File: config.mk
export PLATFORM = sky130hd
export DESIGN_NAME = vga_sync_gen
export DESIGN_NICKNAME = d
export VERILOG_FILES = /design/src/rtl/vga_sync_gen.sv
export SDC_FILE = /design/constraint.sdc
export NUM_CORES = 1
export LEC_CHECK = 0
export ABC_AREA = 1
export BUFFER_PORTS_ARGS = -buffer_cell sky130_fd_sc_hd__buf_2
export CAP_MARGIN = 40
export CORE_AREA = 3 3 61 63
export CTS_CLUSTER_DIAMETER = 200
export DETAILED_ROUTE_END_ITERATION = 6
export DIE_AREA = 0 0 64 66
export PLACE_DENSITY = 0.75
export SYNTH_ARGS = -nofsm -noshare
export SYNTH_HDL_FRONTEND = slang
export SYNTH_SLANG_ARGS = --single-unit
File: constraint.sdc
create_clock -name clk -period 1.97 [get_ports clk]
set_input_delay 0.4925 -clock clk [delete_from_list [all_inputs] [get_ports clk]]
set_output_delay 0.4925 -clock clk [all_outputs]
set_load 0.02 [all_outputs]
File: src/rtl/vga_sync_gen.sv
// VGA sync generator: tracks horizontal/vertical timing regions from the upstream
// pixel counters and drives registered sync, blanking, coordinates and strobes.
// Optional VGA_SYNC_CHECK_EN adds desync detection and FSM realignment.
module vga_sync_gen #(
    parameter int H_ACTIVE  = 640,
    parameter int H_FP      = 16,
    parameter int H_SYNC    = 96,
    parameter int H_BP      = 48,
    parameter int V_ACTIVE  = 480,
    parameter int V_FP      = 10,
    parameter int V_SYNC    = 2,
    parameter int V_BP      = 33,
    parameter int CNT_WIDTH = 10,
    parameter bit SYNC_POL  = 1'b0
) (
    input  logic                 clk,
    input  logic                 rst,
    input  logic                 pix_en,
    input  logic [CNT_WIDTH-1:0] h_count,
    input  logic [CNT_WIDTH-1:0] v_count,
    output logic                 hsync,
    output logic                 vsync,
    output logic                 video_on,
    output logic [CNT_WIDTH-1:0] pix_x,
    output logic [CNT_WIDTH-1:0] pix_y,
    output logic                 line_start,
    output logic                 frame_start
`ifdef VGA_SYNC_CHECK_EN
    ,
    output logic                 desync,
    output logic [7:0]           err_count
`endif
);

    localparam logic [1:0] ACTIVE = 2'd0;
    localparam logic [1:0] FP     = 2'd1;
    localparam logic [1:0] SYNC   = 2'd2;
    localparam logic [1:0] BP     = 2'd3;

    localparam int H_TOTAL = H_ACTIVE + H_FP + H_SYNC + H_BP;
    localparam int V_TOTAL = V_ACTIVE + V_FP + V_SYNC + V_BP;

    // Last count of each region
    localparam logic [CNT_WIDTH-1:0] H_A_END = CNT_WIDTH'(H_ACTIVE - 1);
    localparam logic [CNT_WIDTH-1:0] H_F_END = CNT_WIDTH'(H_ACTIVE + H_FP - 1);
    localparam logic [CNT_WIDTH-1:0] H_S_END = CNT_WIDTH'(H_ACTIVE + H_FP + H_SYNC - 1);
    localparam logic [CNT_WIDTH-1:0] H_LAST  = CNT_WIDTH'(H_TOTAL - 1);
    localparam logic [CNT_WIDTH-1:0] V_A_END = CNT_WIDTH'(V_ACTIVE - 1);
    localparam logic [CNT_WIDTH-1:0] V_F_END = CNT_WIDTH'(V_ACTIVE + V_FP - 1);
    localparam logic [CNT_WIDTH-1:0] V_S_END = CNT_WIDTH'(V_ACTIVE + V_FP + V_SYNC - 1);
    localparam logic [CNT_WIDTH-1:0] V_LAST  = CNT_WIDTH'(V_TOTAL - 1);

    function automatic logic [1:0] advance(
        input logic [1:0]           st,
        input logic [CNT_WIDTH-1:0] c,
        input logic [CNT_WIDTH-1:0] a_end,
        input logic [CNT_WIDTH-1:0] f_end,
        input logic [CNT_WIDTH-1:0] s_end,
        input logic [CNT_WIDTH-1:0] last
    );
        logic [1:0] nx;
        nx = st;
        case (st)
            ACTIVE:  if (c == a_end) nx = FP;
            FP:      if (c == f_end) nx = SYNC;
            SYNC:    if (c == s_end) nx = BP;
            default: if (c == last)  nx = ACTIVE;
        endcase
        return nx;
    endfunction

`ifdef VGA_SYNC_CHECK_EN
    function automatic logic [1:0] decode(
        input logic [CNT_WIDTH-1:0] c,
        input logic [CNT_WIDTH-1:0] a_end,
        input logic [CNT_WIDTH-1:0] f_end,
        input logic [CNT_WIDTH-1:0] s_end
    );
        if (c <= a_end)      return ACTIVE;
        else if (c <= f_end) return FP;
        else if (c <= s_end) return SYNC;
        else                 return BP;
    endfunction
`endif

    logic [1:0] h_state, v_state;
    logic [1:0] h_cur, v_cur, h_reg, v_reg, h_nxt, v_nxt;
    logic       h_oor, v_oor, line_end, vid, ls, fs;
`ifdef VGA_SYNC_CHECK_EN
    logic [1:0] h_dec, v_dec;
    logic       mismatch;
`endif

    always_comb begin
        h_oor    = h_count > H_LAST;
        v_oor    = v_count > V_LAST;
        line_end = h_count == H_LAST;
`ifdef VGA_SYNC_CHECK_EN
        h_dec    = decode(h_count, H_A_END, H_F_END, H_S_END);
        v_dec    = decode(v_count, V_A_END, V_F_END, V_S_END);
        mismatch = (h_dec != h_state) || (v_dec != v_state);
        h_cur    = mismatch ? h_dec : h_state;
        v_cur    = mismatch ? v_dec : v_state;
`else
        h_cur    = h_state;
        v_cur    = v_state;
`endif
        // Counts beyond the frame are blanked as back porch regardless of FSM
        h_reg    = h_oor ? BP : h_cur;
        v_reg    = v_oor ? BP : v_cur;
        h_nxt    = advance(h_cur, h_count, H_A_END, H_F_END, H_S_END, H_LAST);
        v_nxt    = line_end ? advance(v_cur, v_count, V_A_END, V_F_END, V_S_END, V_LAST)
                            : v_cur;
        vid      = (h_reg == ACTIVE) && (v_reg == ACTIVE);
        ls       = (h_count == '0) && !v_oor;
        fs       = ls && (v_count == '0);
    end

    always_ff @(posedge clk) begin
        if (rst) begin
            h_state     <= ACTIVE;
            v_state     <= ACTIVE;
            hsync       <= ~SYNC_POL;
            vsync       <= ~SYNC_POL;
            video_on    <= 1'b0;
            pix_x       <= '0;
            pix_y       <= '0;
            line_start  <= 1'b0;
            frame_start <= 1'b0;
`ifdef VGA_SYNC_CHECK_EN
            desync      <= 1'b0;
            err_count   <= 8'd0;
`endif
        end else begin
            line_start  <= 1'b0;
            frame_start <= 1'b0;
`ifdef VGA_SYNC_CHECK_EN
            desync      <= 1'b0;
`endif
            if (pix_en) begin
                h_state     <= h_nxt;
                v_state     <= v_nxt;
                hsync       <= (h_reg == SYNC) ? SYNC_POL : ~SYNC_POL;
                vsync       <= (v_reg == SYNC) ? SYNC_POL : ~SYNC_POL;
                video_on    <= vid;
                pix_x       <= vid ? h_count : '0;
                pix_y       <= vid ? v_count : '0;
                line_start  <= ls;
                frame_start <= fs;
`ifdef VGA_SYNC_CHECK_EN
                if (mismatch) begin
                    desync <= 1'b1;
                    if (err_count != 8'hFF) err_count <= err_count + 8'd1;
                end
`endif
            end
        end
    end

endmodule

==> impl_results.md <==
* Worst R2R Path Depth at 10
* Final Routed Wirelength at 3.69 mm
* Initial Utilization at 50.1%
* Sequential cell area fraction in the yosys report at 35.3%
* Max Freq at 0.619 GHz
* Post-synth cell types at 28
* GR Overflow Total at 0
* Worst EP required at 2.25 ns
* Antenna Nets Post-Route at 0
* Mean post-synth cell area at 7.28 sq um
* First-pass GRT wire length at 6.35 mm
* Final Worst Setup Slack at 0.355 ns
* # rows at 21
* Crit share post-route at 82.0%
* Initial drt markers at 72
* Die H at 66 um
* DP HPWL at 2.80 mm
* Hold Vio Cnt, Final at 0
* Crit-path cells: inv_1 > ha_1 > or2_2 > nand2_1 > nand2_1 > nor2_1 > nand2_1 > nand2_1 > nand2_1 > nor2_1
* Hold wc startpoint: h_count[3]
* Clock H-tree levels at 2
* Final Wtd Congestion at 0.806
* Pwr per Cell Area at 627 mW/mm^2
* Post-route DRC at 0
* Setup Fix Bufs, Post-CTS at 0
* Hold slack final at 0.416 ns
* Worst-path clk slew at 0.10 ns
* CP dominant cell by count: nand2_1
* Fin crit period at 1.61 ns
* First-pass DRT Iterations at 4
* Fin Setup TNS at 0 ns
* Crit path DAT at 1.89 ns
* Vias/cell at 4.81
* # port buffers at 47
* Initial antenna violation count at 0
* TritonCTS clock tree: done
* Flop2flop setup slack at 0.36 ns
* Post_cts resized at 0
* Worst setup SP type: flop
* Vias at 1,553
* Vias in the first global route at 1,462
* Slew of the pin with the lowest slew margin at 0.536 ns
* Worst-Skew Late Latency at 0.34 ns
* Crit Path Class: flop to flop
* Clock Skews at 0.00641 ns
* Layout cells sized above 1 at 33.2%
* Crit path largest cell delay at 0.37 ns
* Warnings from Yosys at 0
* Clock root cell: clkbuf_4
* Synthesized Nets at 256
* Status: complete, no violations
* RSZ-0062 raised after global routing: no
* #FFs+latches synth at 29
* Crit path capture type: flop
* Commonest non-fill, non-tap cell in the layout: nand2_1
* DR WL/cell at 11.4 um
* I/O pin total at 48
* Clock Sinks at 29
* Critical R2R Capture: v_cur[1]$_SDFFE_PP0P_
* Pwr Total at 1250 uW
* Slew Viols, Final at 0
* R2R Path Start: v_cur[0]$_SDFFE_PP0P_
* Post-Syn Area at 0.00165 sq mm
* Crit path buffers/inverters at 1
* Final-report setup violation count at 0
* Hold buffer count at cts at 0
* Max_slew headroom at 64.3%
* Max-Cap Viols at 0
* Final core utilization at 60.5%
* P_leak at 0.000915 uW
* CP top delay family: simple AND/OR/NAND/NOR gates
* N_diodes at 0
* Overall routing resource usage at 19.4%
* Hold EP: pix_x[3]$_SDFFE_PP0P_
* Die width at 64 um
* Core Region at 0.00328 sq mm
* Most frequent cells in the layout: 57 x nand2_1, 47 x buf_2, 29 x dfxtp_1
* Final nets at 306
* Peak supply drop at 269 uV
* Clk buf depth at 2
* Hold Crit Class: input pin to flop
* Area grow syn2layout at 20.8%
* Worst slack, placed at 0.408 ns
* CP max stage cell: dfxtp_1
* Largest net degree at the start of global routing at 25
* Min-Delay Path Depth at 3
* Inserted Clock Buffers at 5
* Synth Instances at 226
* Worst Path Max Fanout at 3
* Die ar. at 0.00422 sq mm
sequential cells by signal, indices dropped and copies added, names as in the netlist:
name	cells
line_start	1
pix_y	10
frame_start	1
pix_x	10
vsync	1
h_cur	2
hsync	1
video_on	1
v_cur	2
report_power, final:
group          total [uW]  leakage [uW]  switching, uW  internal, uW
Combinational         267      0.000649            168          99.7
Sequential            621      0.000235           13.4           608
Clock                 357     0.0000310            223           134
synthesized netlist by cell type, drive strengths merged:
cell type  count  area, sq um
buf            4         45.0
nor3           5         36.3
o22ai          1         6.26
o21ai          4         20.0
nand2         59          226
clkbuf         4         15.0
o21bai         1         7.51
a21oi         21          143
nand4          1         6.26
nand3         28          195
nor4           1         6.26
or2            2         12.5
dfxtp         29          581
a21boi         2         15.0
o21a           1         8.76
nor2          31          126
nand3b         1         7.51
a22oi          1         7.51
inv           22         82.6
o32a           1         10.0
ha             7         87.6
area by class of cell:
| type | count | area (sq um) |
|---|---|---|
| clock buffer | 5 | 37.5 |
| timing repair buffer | 51 | 290 |
| clock inverter | 3 | 17.5 |
| tap | 46 | 57.6 |
| inverter | 22 | 82.6 |
| multi-input combinational | 167 | 922 |
| fill | 320 | 1300 |
| sequential | 29 | 581 |
how the worst max path moves through the flow:
stage	start	end	slack, ns	cells past startpoint
floorplan	v_cur[0]$_SDFFE_PP0P_	v_cur[1]$_SDFFE_PP0P_	0.53	9
CTS	v_cur[0]$_SDFFE_PP0P_	v_cur[1]$_SDFFE_PP0P_	0.37	10
finish	v_cur[0]$_SDFFE_PP0P_	v_cur[1]$_SDFFE_PP0P_	0.36	10
detailed placement	h_count[6]	pix_x[6]$_SDFFE_PP0P_	0.41	9
global placement	h_count[6]	pix_x[7]$_SDFFE_PP0P_	0.42	9
global route	v_cur[0]$_SDFFE_PP0P_	v_cur[0]$_SDFFE_PP0P_	0.25	9
worst register-to-register path, cell delays in order (launching register included):
cell and delay (ns):
dfxtp_1 0.37, inv_1 0.09, ha_1 0.22, or2_2 0.31, nand2_1 0.09, nand2_1 0.05
nor2_1 0.15, nand2_1 0.10, nand2_1 0.06, nand2_1 0.04, nor2_1 0.08
through the flow:
step	cells	cell area [sq um]
6_report	323	1990
5_1_grt	323	1990
4_1_cts	323	1990
3_5_place_dp	315	1930
3_3_place_gp	315	1930
2_1_floorplan	226	1650
cells by family (layout without fill, tap and decap cells):
group / after synthesis / in the layout / synth area share (%)
simple gates: 128 / 128 / 37.5
compound gates: 32 / 32 / 13.2
buf+inv: 30 / 81 / 8.67
flops: 29 / 29 / 35.3
fa+ha+maj: 7 / 7 / 5.32
per-layer routing:
layer	track usage [%]	vias to the layer above	wire, um
met5	0	-	0
met4	7.28	0	58
met3	5.44	6	200
met2	32.1	35	1620
met1	23.8	682	1810
li1	-	830	-
Power figures use the tool's default switching activity.
